===== config.mk =====
export PLATFORM = sky130hd
export DESIGN_NAME = rpc_axi_cmd_splitter
export DESIGN_NICKNAME = d
export VERILOG_FILES = /design/src/rtl/rpc_axi_cmd_splitter.sv
export SDC_FILE = /design/constraint.sdc
export NUM_CORES = 1
export LEC_CHECK = 0
export CORE_MARGIN = 4
export CORE_UTILIZATION = 55
export CTS_CLUSTER_SIZE = 25
export DETAILED_ROUTE_END_ITERATION = 6
export HOLD_SLACK_MARGIN = 0.03
export PLACE_DENSITY = 0.77
export SYNTH_ARGS = -nofsm -noshare
export SYNTH_HDL_FRONTEND = slang
export SYNTH_SLANG_ARGS = --single-unit

===== constraint.sdc =====
create_clock -name clk_i -period 8.3 [get_ports clk_i]
set_clock_uncertainty 0.05 [all_clocks]
set_input_delay 1.245 -clock clk_i [delete_from_list [all_inputs] [get_ports clk_i]]
set_output_delay 1.245 -clock clk_i [all_outputs]
set_load 0.005 [all_outputs]

===== src/rtl/rpc_axi_cmd_splitter.sv =====
// Splits AXI INCR bursts into RPC word commands that never cross a DRAM page or exceed MAX_WORDS.
// Optional statistics counters are enabled by defining RPC_CMD_SPLIT_STATS_EN.
module rpc_axi_cmd_splitter #(
    parameter int ADDR_WIDTH = 32,
    parameter int ID_WIDTH   = 4,
    parameter int PAGE_WORDS = 64,
    parameter int MAX_WORDS  = 64
) (
    input  logic                          clk_i,
    input  logic                          rst_i,
    input  logic                          in_valid_i,
    output logic                          in_ready_o,
    input  logic [ADDR_WIDTH-1:0]         in_addr_i,
    input  logic [7:0]                    in_len_i,
    input  logic [2:0]                    in_size_i,
    input  logic [1:0]                    in_burst_i,
    input  logic                          in_write_i,
    input  logic [ID_WIDTH-1:0]           in_id_i,
    output logic                          out_valid_o,
    input  logic                          out_ready_i,
    output logic [ADDR_WIDTH-6:0]         out_waddr_o,
    output logic [$clog2(MAX_WORDS)-1:0]  out_wlen_o,
    output logic                          out_write_o,
    output logic [ID_WIDTH-1:0]           out_id_o,
    output logic                          out_last_o,
    output logic                          err_o
`ifdef RPC_CMD_SPLIT_STATS_EN
    ,
    output logic [31:0]                   stat_frags_o,
    output logic [31:0]                   stat_bursts_o
`endif
);
    localparam int WA_W  = ADDR_WIDTH - 5;
    localparam int REM_W = ADDR_WIDTH - 4;
    localparam int LEN_W = $clog2(MAX_WORDS);
    localparam int PG_W  = $clog2(PAGE_WORDS);
    localparam logic [ADDR_WIDTH:0] ONE_A   = 1;
    localparam logic [REM_W-1:0]    REM_ONE = 1;
    localparam logic [REM_W-1:0]    MAXW_R  = REM_W'(MAX_WORDS);
    localparam logic [1:0]          BURST_INCR = 2'b01;

    typedef enum logic {IDLE, SPLIT} state_t;
    state_t state_q, state_d;

    logic [WA_W-1:0]     cur_q;
    logic [REM_W-1:0]    rem_q;
    logic [ID_WIDTH-1:0] id_q;
    logic                write_q;
    logic                err_q;

    logic                accept, is_incr, fire;
    logic [ADDR_WIDTH:0] beats, nbytes, end_byte;
    logic [WA_W-1:0]     start_w;
    logic [REM_W-1:0]    end_w, rem_init;
    logic [REM_W-1:0]    room, frag;
    logic                frag_last;

    // Burst extent in words; one extra bit keeps the end address from wrapping.
    assign beats    = (ADDR_WIDTH+1)'(in_len_i) + ONE_A;
    assign nbytes   = beats << in_size_i;
    assign end_byte = {1'b0, in_addr_i} + nbytes - ONE_A;
    assign start_w  = WA_W'(in_addr_i >> 5);
    assign end_w    = REM_W'(end_byte >> 5);
    assign rem_init = end_w - REM_W'(start_w) + REM_ONE;

    assign is_incr = (in_burst_i == BURST_INCR);
    assign accept  = in_valid_i && in_ready_o;
    assign fire    = out_valid_o && out_ready_i;

    // Fragment size from registered state only, so out_* never sees in_*.
    assign room = REM_W'(PAGE_WORDS) - REM_W'(cur_q[PG_W-1:0]);
    always_comb begin
        frag = rem_q;
        if (room < frag)   frag = room;
        if (MAXW_R < frag) frag = MAXW_R;
    end
    assign frag_last = (frag == rem_q);

    always_ff @(posedge clk_i or posedge rst_i) begin
        if (rst_i) state_q <= IDLE;
        else       state_q <= state_d;
    end

    always_comb begin
        state_d = state_q;
        case (state_q)
            IDLE:    if (in_valid_i && is_incr) state_d = SPLIT;
            SPLIT:   if (out_ready_i && frag_last) state_d = IDLE;
            default: state_d = IDLE;
        endcase
    end

    always_comb begin
        in_ready_o  = 1'b0;
        out_valid_o = 1'b0;
        out_waddr_o = '0;
        out_wlen_o  = '0;
        out_write_o = 1'b0;
        out_id_o    = '0;
        out_last_o  = 1'b0;
        case (state_q)
            IDLE: in_ready_o = !rst_i;
            SPLIT: begin
                out_valid_o = 1'b1;
                out_waddr_o = cur_q;
                out_wlen_o  = LEN_W'(frag - REM_ONE);
                out_write_o = write_q;
                out_id_o    = id_q;
                out_last_o  = frag_last;
            end
            default: ;
        endcase
    end

    always_ff @(posedge clk_i or posedge rst_i) begin
        if (rst_i) begin
            cur_q   <= '0;
            rem_q   <= '0;
            id_q    <= '0;
            write_q <= 1'b0;
            err_q   <= 1'b0;
        end else begin
            err_q <= accept && !is_incr;
            if (accept && is_incr) begin
                cur_q   <= start_w;
                rem_q   <= rem_init;
                id_q    <= in_id_i;
                write_q <= in_write_i;
            end else if (fire) begin
                cur_q <= cur_q + WA_W'(frag);
                rem_q <= rem_q - frag;
            end
        end
    end

    assign err_o = err_q;

`ifdef RPC_CMD_SPLIT_STATS_EN
    always_ff @(posedge clk_i or posedge rst_i) begin
        if (rst_i) begin
            stat_frags_o  <= '0;
            stat_bursts_o <= '0;
        end else begin
            if (fire && (stat_frags_o != '1))
                stat_frags_o <= stat_frags_o + 32'd1;
            if (accept && is_incr && (stat_bursts_o != '1))
                stat_bursts_o <= stat_bursts_o + 32'd1;
        end
    end
`endif

endmodule

Word-level counts from Yosys, hierarchy flattened

Index checks and enable logic that the tools add are counted.

Register bits after elaboration: 62
Latch bits: 0
Memory bits (writable): 0
Memory bits (read-only): 0
Output and inout bits: 42
Logic and storage cells: 46
Memories: 0

Add/sub/neg operators: 9
Multipliers: 0
Div/mod/pow operators: 0
Magnitude comparators: 2
Equal/unequal tests: 2
Shifts and indexed selects: 1
Multiplexer cells: 16
Bitwise operators: 1
Reduce and logical (&&, ||, !) cells: 9

Operators by type and width:

| cell                  | number |
|---|---|
| $mux 28               | 4 |
| $mux 27               | 3 |
| $add 32x33->33        | 1 |
| $shl 9x3->33          | 1 |
| $sub 33x1->33 const B | 1 |
| $add 28x1->28 const B | 1 |
| $eq 28x28->1          | 1 |
| $lt 28x28->1          | 1 |
| $lt 7x28->1 const A   | 1 |
| $sub 28x27->28        | 1 |
| $sub 28x28->28        | 1 |
| $add 27x27->27        | 1 |
| $add 8x1->9 const B   | 1 |
| $sub 7x6->8 const A   | 1 |
| $logic_and 1x1->1     | 6 |
| $mux 1                | 6 |
| $mux 6                | 1 |
| $sub 6x1->6 const B   | 1 |
| $mux 4                | 1 |
| $eq 2x1->1 const B    | 1 |
| $logic_not 1->1       | 2 |
| $pmux 1 s2            | 1 |
| $reduce_bool 2->1     | 1 |
| $not 1->1             | 1 |

Longest topological paths before layout

Gate-level depths: netlist of the first run.

Depth in word-level cells: 9
Mapped depth: 34

Least setup slack after synthesis of the first run

OpenSTA, ideal clock, no wires.

Kind: input to register
From: input port in_size_i[0]
To: register rem_q[18]
Library setup time: 143 ps
Arrival time: 7182 ps
Data required time: 8107 ps
Path slack: 925 ps
Cell stages on the path: 28
Cell sequence: clkbuf_1 > clkbuf_1 > mux2i_1 > mux2_2 > or2_2 > ha_1 > inv_1 > ha_1 > and4bb_1 > nand2_1 > and3_1 > or4_4 > a21boi_1 > o21a_1 > o21a_1 > nor2_1 > xnor2_1 > ha_1 > ha_1 > a211o_1 > a211oi_1 > o31ai_1 > o21ai_1 > o21bai_1 > and4_1 > a2111oi_0 > xor2_1 > a22oi_1

Longest elaborated chain between the ends: 6

RTL lines:

| element              | RTL line | source |
|---|---|---|
| from (decl)          | 15       | `input logic [2:0] in_size_i,` |
| $shl 9x3->33         | 60       | `assign nbytes = beats << in_size_i;` |
| $add 32x33->33       | 61       | `assign end_byte = {1'b0, in_addr_i} + nbytes - ONE_A;` |
| $sub 33x1->33        | 61       |  |
| $sub 28x27->28       | 64       | `assign rem_init = end_w - REM_W'(start_w) + REM_ONE;` |
| $add 28x1->28        | 64       |  |
| $mux 28              | 124      | `if (accept && is_incr) begin` |
| to (signal assigned) | 126      | `rem_q <= rem_init;` |
| to (signal assigned) | 131      | `rem_q <= rem_q - frag;` |
| to (decl)            | 46       | `logic [REM_W-1:0] rem_q;` |

Every way passes these cells.
A chain may end at the register's enable or synchronous reset.

Final worst setup path of the first run

From: input port in_len_i[0]
To: register rem_q[18]

Longest elaborated chain between the ends: 7

RTL lines:

| element        | RTL line | source |
|---|---|---|
| from (decl)    | 14       | `input logic [7:0] in_len_i,` |
| $add 8x1->9    | 59       | `assign beats = (ADDR_WIDTH+1)'(in_len_i) + ONE_A;` |
| $shl 9x3->33   | 60       |  |
| $add 32x33->33 | 61       |  |
| $sub 33x1->33  | 61       |  |
| $sub 28x27->28 | 64       |  |
| $add 28x1->28  | 64       |  |
| $mux 28        | 124      |  |

Every way passes these cells.

==> metrics.yaml, run 1 <==
ys_types: 76
io_buffers: 95
fmax_ghz: 0.126
drt_wl_total_um: 25000
powerDensity_nw_per_um2: 361
area_growth_pct: 16.7
path_class: "input port to flip-flop"
wire_per_inst_um: 15.5
synth_cells: 1268
clock_sinks: 62
post-route-period-util_pct: 95.8
cts_tree: "done"
vdd.ir_drop.worst_mv: 0.184
ff_latch_area_um2: 1550
cts_setup_buffers: 0
vias_per_cell: 5.86
dr.pass1.iters: 5
first_global_vias: 8880
crit_start: "in_len_i[0]"
max_cap_violations: 0
syn_area_um2: 9650
grt_setup_unrepaired: "false"
drc: 0
p_leak_uw: 0.00540
synth.area.top_cells: "ha_1 (21%), dfrtp_1 (16%), a21oi_1 (6.2%)"
multiInputGateArea_um2: 7690
setup_ws_ns: 0.351
cp.required_ns: 8.43
worstPathArrival_ns: 8.07
async_reset_ff_share_pct: 100
initialDrtViolationCount: 568
die_height_um: 140
h-tree-depth: 3
overflow: 0
diodes: 0
min_period_ns: 7.95
antenna_found_initial: 0
synth_top_area_share_pct: 20.7
grt.total_usage_pct: 25.4
crit_path_end_kind: "flip-flop"
place_hpwl_um: 19600
timing.rr.start: "cur_q[0]"
yosysSeqAreaShare_pct: 16.1
path_clk_slew_ns: 0.06
setup_viol: 0
clockBufferDepth: 2
die_w_um: 140
drv_slew: 0
core_area_um2: 17200
ant_nets: 0
post-place-ws_ns: -0.0604
vias: 9472
rows: 48
nNetsFinal: 1604
grt_pass1_wl_um: 42500
cts_made_buffers: 9
critPathSlowestCell: "or4_4"
drive_gt1_share_pct: 4.17
synth-warning-count: 0
min_path_type: "flip-flop to flip-flop"
synthTopCellsByCount: "ha_1 (160), a21oi_1 (119), inv_1 (109), nand2_1 (101), nor2_1 (95)"
synth.ff_latch_count: 62
yosysMostFrequentCell: "ha_1"
fillers: 1537
synth_edf_count: 0
pin_count: 96
place.gp.congestion: 0.889
die_area_um2: 19700
start_util_pct: 56.0
grt_max_degree: 68
hp-start: "write_q"
status: "finished, final reports clean"
final_core_util_pct: 65.3
slew_headroom_pct: 50.5
worst_pin_slew_ns: 0.736
hold_viol_final: 0
syn_avg_cell_area_um2: 7.61
clock_latency_ns: 0.34
hold-path-cell-count: 2
cp_max_fo: 6
cpPeakStageDelay_ns: 0.52
synth_top_cell_by_area: "ha_1"
root_buffer: "clkbuf_16"
startpoint_type: "input port"
worst-r2r-cell-count: 24
cp_common_cell: "ha_1"
synth_ff_type: "dfrtp_1"
==> power breakdown <==
group | total, µW | internal, µW | switching, µW
Clock | 354 | 208 | 146
Combinational | 3110 | 1440 | 1670
Sequential | 593 | 447 | 147
Total | 4060 | 2100 | 1960
==> critical path, delay by kind of cell <==
kind	cells	cell delay, ns
buffers and inverters	2	0.54
AND/OR/NAND/NOR	10	2.12
adder cells (fa/ha/maj)	4	1.19
AO/OA/AOI/OAI	11	2.41
XOR/XNOR	2	0.31
multiplexers	1	0.28
==> flip-flops by register name, indices dropped and copies added, names as in the netlist <==
register	cells
id_q	4
rem_q	28
err_o	1
state_q	1
cur_q	27
write_q	1
==> area by class of cell <==
cell class              count  share of cell area, %
repair buffers            108                   9.32
flip-flops and latches     62                   13.8
inverters                 110                   3.68
multi-input cells        1096                   68.3
clock inverters             5                  0.222
well taps                 225                   2.50
clock buffers              11                   2.16
==> layout by cell type (no fill, tap or decap), drive strengths merged, types with 12 or more instances in the layout <==
cell,count
dfrtp,62
nand2,101
nor2,95
a31oi,14
o21a,14
nand3,17
mux2i,14
o21bai,12
xor2,31
nor2b,19
a22oi,32
a21oi,119
buf,13
xnor2,54
and3,20
clkdlybuf4s50,95
inv,109
ha,160
conb,39
nand2b,19
o21ai,83
and2,37
a211oi,18
a21o,41
nor3,31
==> cell families after synthesis <==
group | Yosys count | share of synthesized area, %
AND/OR/NAND/NOR | 392 | 20.2
other | 2 | 0.0778
adder cells (fa/ha/maj) | 163 | 21.4
flip-flops | 62 | 16.1
AO/OA/AOI/OAI | 398 | 26.7
buffers and inverters | 147 | 5.84
XOR/XNOR | 85 | 7.72
multiplexers | 19 | 2.04
==> routing by layer <==
metal	GRT usage (%)	vias to the layer above	routed length (µm)
met5	0	-	0
met1	36.0	4396	12200
met3	3.35	31	1120
met2	40.8	243	11200
li1	-	4802	-
met4	6.63	0	469
==> final timing paths <==
| path | end | slack, ns |
|---|---|---|
| worst min register to register | write_q | 0.42 |
| min in group asynchronous | err_o | 1.26 |
| worst min-delay path | write_q | 0.42 |
| worst max register to register | rem_q[26] | 1.55 |
| worst max-delay path | rem_q[18] | 0.35 |
| max in group asynchronous | cur_q[5] | 6.01 |
==> per-stage QoR <==
stage	area, µm²	TNS [ns]	cells	hold slack (ns)	total power [µW]
final	11300	0	1617	0.417	4060
after global routing	11300	0	1617	0.448	4480
after CTS	11200	0	1617	0.417	4010
after detailed placement	11000	-0.0604	1601	0.404	3610
after global placement	11000	0	1601	0.399	3560
after floorplan	9790	0	1305	0.387	2840
==> what timing repair did <==
action / CTS / global route
hold buffers: 0 / 0
endpoints found under the setup margin: 0 / 5
gates resized for setup: 0 / 3
No activity file was read; power rests on OpenSTA's default activity.
==> inputs of run 2 (changes only) <==
REMOVE_ABC_BUFFERS = 1   (was unset)
==> run 2 against run 1 <==
Effect of this change:
- final cell count hardly changed
- sequential power down 1%
- sequential share of layout area is essentially flat
- fmax rose by 1.9%
- die area stayed put
- combinational power is essentially flat
- first-iteration DRC count grew 10%
- power is essentially flat
- flip-flop and latch count did not move
- global-route usage is 0.18 points higher
- critical path type unchanged
- largest power group unchanged
- highest routed layer unchanged
==> metrics.yaml, run 2 (synthesis gave the netlist of run 1 again) <==
status: "finished, final reports clean"
worst_pin_slew_ns: 0.892  # +0.157 ns
layout_common_cells: "ha_1 (160), a21oi_1 (119), inv_1 (108), nand2_1 (100), clkdlybuf4s50_1 (95)"
die_height_um: 140  # unchanged
die_area_um2: 19700  # unchanged
die_w_um: 140  # unchanged
grt_max_degree: 69  # +1.5%
place_hpwl_um: 19500  # -0.59%
cpPeakStageDelay_ns: 0.52  # about the same
pin_count: 96  # unchanged
tns_ns: 0  # unchanged
nNetsFinal: 1605  # +0.062%
vias_per_cell: 5.89  # +0.49%
post-route-period-util_pct: 94.0  # -1.8 points
grt.total_usage_pct: 25.6  # +0.18 points
slew_headroom_pct: 40.5  # -10 points
worstPathArrival_ns: 7.98  # -0.09 ns
final_core_util_pct: 65.4  # +0.094 points
grt_pass1_wl_um: 42100  # -0.94%
overflow: 0  # unchanged
startpoint_type: "input port"
clockBufferDepth: 2  # unchanged
final_common_cell: "ha_1"
top_register: "rem_q"
crit_family: "simple AND/OR/NAND/NOR gates"
min_period_ns: 7.80  # -0.151 ns
fmax_ghz: 0.128  # +1.9%
powerDensity_nw_per_um2: 360  # -0.23%
wire_per_inst_um: 15.6  # +0.75%
cp.required_ns: 8.48  # +0.05 ns
setup_viol: 0  # unchanged
drv_slew: 0  # unchanged
cts_tree: "done"
ff_latch_area_um2: 1550  # unchanged
rows: 48  # unchanged
first_global_vias: 8832  # -0.54%
path_class: "input port to flip-flop"
vias: 9524  # +0.55%
clock_latency_ns: 0.35  # about the same
diodes: 0  # unchanged
max_cap_violations: 0  # unchanged
clock_sinks: 62  # unchanged
multiInputGateArea_um2: 7700  # +0.11%
place.gp.congestion: 0.940  # +5.8%
cp_max_fo: 6  # unchanged
dp_cells: 1601  # unchanged
grt_setup_unrepaired: "false"
h-tree-depth: 3  # unchanged
fillers: 1480  # -3.7%
hold_viol_final: 0  # unchanged
antenna_found_initial: 0  # unchanged
path_clk_slew_ns: 0.06  # about the same
drive_gt1_share_pct: 4.31  # +0.14 points
io_buffers: 95  # unchanged
cp_common_cell: "ha_1"
ant_nets: 0  # unchanged
start_util_pct: 56.0  # unchanged
root_buffer: "clkbuf_16"
drc: 0  # unchanged
initialDrtViolationCount: 627  # +10%
core_area_um2: 17200  # unchanged
critPathSlowestCell: "or4_4"
p_leak_uw: 0.00540  # about the same
area_growth_pct: 16.8
cts_made_buffers: 9  # unchanged
ff2ff_setup_slack_ns: 1.34  # -0.21 ns
largest_reg_flops: 28  # unchanged
min_path_type: "flip-flop to flip-flop"
crit_path_end_kind: "flip-flop"
dr.pass1.iters: 5  # unchanged
drt_wl_total_um: 25200  # +0.81%
vdd.ir_drop.worst_mv: 0.171  # -7.2%
top_regs: "rem_q: 28 flops, cur_q: 27 flops, id_q: 4 flops"
fin_cells: 1618  # +0.062%
critPathBufInv: 2  # unchanged
[run 2: final timing paths]
| check | from | end | cells past startpoint |
|---|---|---|---|
| max in group asynchronous | rst_i | cur_q[20] | 3 |
| min in group asynchronous | rst_i | err_o | 3 |
| max reg2reg | cur_q[0] | rem_q[26] | 24 |
| max | in_len_i[0] | rem_q[25] | 32 |
| min reg2reg | id_q[3] | id_q[3] | 2 |
| min | id_q[3] | id_q[3] | 2 |
[run 2: metal layers]
layer | vias to the layer above | GRT usage, % | routed length, µm
li1 | 4797 | - | -
met1 | 4428 | 35.6 | 12100
met2 | 266 | 41.7 | 11200
met3 | 33 | 3.35 | 1420
met4 | 0 | 7.19 | 500
met5 | - | 0 | 0
[run 2: metrics by stage]
stage	power, µW	hold slack [ns]	setup WS, ns	instance area (µm²)
floorplan	2830	0.387	0.995	9640
global placement	3550	0.399	0.210	11000
detailed placement	3610	0.404	0.0284	11000
CTS	4010	0.420	0.374	11200
global route	4480	0.444	0.0167	11300
finish	4060	0.420	0.502	11300
[run 2: final cells by class]
| class | instances | share of cell area [%] |
|---|---|---|
| inverter | 110 | 3.67 |
| clock inverter | 6 | 0.344 |
| multi-input combinational | 1096 | 68.3 |
| sequential | 62 | 13.8 |
| timing repair buffer | 109 | 9.37 |
| clock buffer | 10 | 2.03 |
| tap | 225 | 2.50 |
[run 2: report_power, final]
| part | switching [µW] | leakage, µW | internal [µW] |
|---|---|---|---|
| Combinational | 1660 | 0.00452 | 1450 |
| Clock | 160 | 0.000128 | 201 |
| Sequential | 141 | 0.000754 | 447 |
| Total | 1960 | 0.00540 | 2100 |
[run 2: repair_timing]
action                     CTS  global route
resized for setup            0             7
setup endpoints to repair    0             6
buffers inserted             0             1
hold buffers                 0             0
[run 2: worst register-to-register path: cells and delay by family, from the launching register on]
kind	cells	cell delay (ns)
and+or+nand+nor	4	0.98
muxes	1	0.37
AOI/OAI and AO/OA	12	3.08
DFF	1	0.48
adders and majority gates	4	1.23
xor gates and xnor gates	1	0.48
buffers and inverters	2	0.19
==> edit: new RTL, config.mk and constraints of run 2 <==
Register the output `err_o` once more, cleared by the reset; this adds one clock of latency there. The other outputs are not delayed to match.
--- a/src/rtl/rpc_axi_cmd_splitter.sv
+++ b/src/rtl/rpc_axi_cmd_splitter.sv
@@ -135,3 +135,9 @@
 
-    assign err_o = err_q;
+    always_ff @(posedge clk_i or posedge rst_i) begin
+        if (rst_i) begin
+            err_o <= '0;
+        end else begin
+            err_o <= err_q;
+        end
+    end
 
Formal check against the unedited RTL: not equivalent (a bounded check fails within 4 cycles, from zero or initial values and one cycle with rst_i high).
==> edit against run 2 <==
  * Area after synthesis decreased by 0.34%
  * Worst setup slack gained 0.088 ns
  * Final cell count fell by 2.0%
  * Synthesized cell count shrank 2.1%
  * Wire length shrank 2.3%
  * Design area fell by 0.27%
  * Via count decreased by 3.2%
  * Utilization fell by 0.17 points
  * Sequential cell count increased by 1
  * Sequential power grew 3%
  * Worst hold slack worse by 0.12 ns
  * Combinational power is 5% lower
  * Total power down 2.7%
  * Largest cell class unchanged
  * Highest routed layer unchanged
==> edit: results <==
<?xml version="1.0" encoding="UTF-8"?>
<metrics>
  <group name="run_status">
    <metric name="outcome" unit="">completed</metric>
  </group>
  <group name="yosys">
    <metric name="synth.ff_latch_count" unit="">63</metric>
    <metric name="synth_top_cells_by_area" unit="">sky130_fd_sc_hd__ha_1, sky130_fd_sc_hd__dfrtp_1, sky130_fd_sc_hd__a21oi_1</metric>
    <metric name="post_synth_most_frequent_cells" unit="">sky130_fd_sc_hd__ha_1, sky130_fd_sc_hd__inv_1, sky130_fd_sc_hd__a21oi_1</metric>
    <metric name="netlist-cell-type-count" unit="">79</metric>
    <metric name="synthesis.area_per_instance" unit="um^2">7.748</metric>
    <metric name="synth_sequential_area_ratio" unit="">0.1640</metric>
  </group>
  <group name="sta">
    <metric name="worstMarginPinSlew" unit="ns">0.8252</metric>
    <metric name="timing.fmax" unit="GHz">0.1297</metric>
    <metric name="finalHoldWorstSlack" unit="ns">0.2978</metric>
  </group>
  <group name="hold_path">
    <metric name="hold-path-cell-count" unit="">0</metric>
    <metric name="timing.hold.worst.start" unit="">err_q</metric>
    <metric name="min_to" unit="">err_o</metric>
  </group>
  <group name="global_routing">
    <metric name="globalRouteTotalUtil" unit="">0.2528</metric>
    <metric name="use_met1" unit="">0.3461</metric>
    <metric name="grt_start_max_net_pins" unit="">68</metric>
  </group>
  <group name="worst_setup_path">
    <metric name="cpMaxStageDelayCell" unit="">sky130_fd_sc_hd__clkdlybuf4s50_1</metric>
    <metric name="critical-path-max-stage-delay" unit="ns">0.56</metric>
    <metric name="timing.rr.end" unit="">cur_q[25]</metric>
    <metric name="setup.reg_to_reg.worst_slack" unit="ns">1.97</metric>
  </group>
  <group name="drt">
    <metric name="met3_length" unit="mm">1.283</metric>
    <metric name="wl_met1" unit="mm">11.86</metric>
    <metric name="first_iter_violations" unit="">745</metric>
  </group>
  <group name="place">
    <metric name="placed_area" unit="um^2">10920</metric>
    <metric name="gpl.final_weighted_congestion" unit="">0.9104</metric>
  </group>
  <group name="power_and_ir_drop">
    <metric name="power_density" unit="nW/um^2">351.1</metric>
    <metric name="max-vdd-ir-drop" unit="V">0.0001808</metric>
    <metric name="power.sequential.fraction" unit="">0.153</metric>
    <metric name="combPwrFrac" unit="">0.748</metric>
  </group>
  <group name="layout">
    <metric name="reg_area" unit="um^2">1577</metric>
    <metric name="final_layout_size_suffix_gt1_frac" unit="">0.03968</metric>
    <metric name="fill_cells" unit="">1515</metric>
    <metric name="clock_cell_area_share" unit="">0.02582</metric>
    <metric name="layout.nonclk_buf_frac" unit="">0.09282</metric>
  </group>
</metrics>
## edit: timing repair
action / CTS / global route
hold buffers: 0 / 0
resized for setup: 0 / 6
setup buffers: 0 / 0
endpoints found under the setup margin: 0 / 3
## edit: cell families (layout without fill, tap and decap cells)
| group | count (synthesis) | after routing | synth area share |
|---|---|---|---|
| muxes | 20 | 20 | 0.02238 |
| xor gates and xnor gates | 90 | 90 | 0.08341 |
| DFF | 63 | 63 | 0.1640 |
| AOI/OAI and AO/OA | 382 | 382 | 0.2610 |
| adders and majority gates | 163 | 163 | 0.2144 |
| and+or+nand+nor | 376 | 376 | 0.1964 |
| other | 2 | 39 | 0.0007810 |
| buffers and inverters | 145 | 228 | 0.05764 |
## edit: critical path, delay by kind of cell
kind,cells,cell delay (ns)
xor gates and xnor gates,2,0.46
and+or+nand+nor,8,1.47
buffers and inverters,2,0.60
adders and majority gates,4,1.22
AOI/OAI and AO/OA,18,2.94
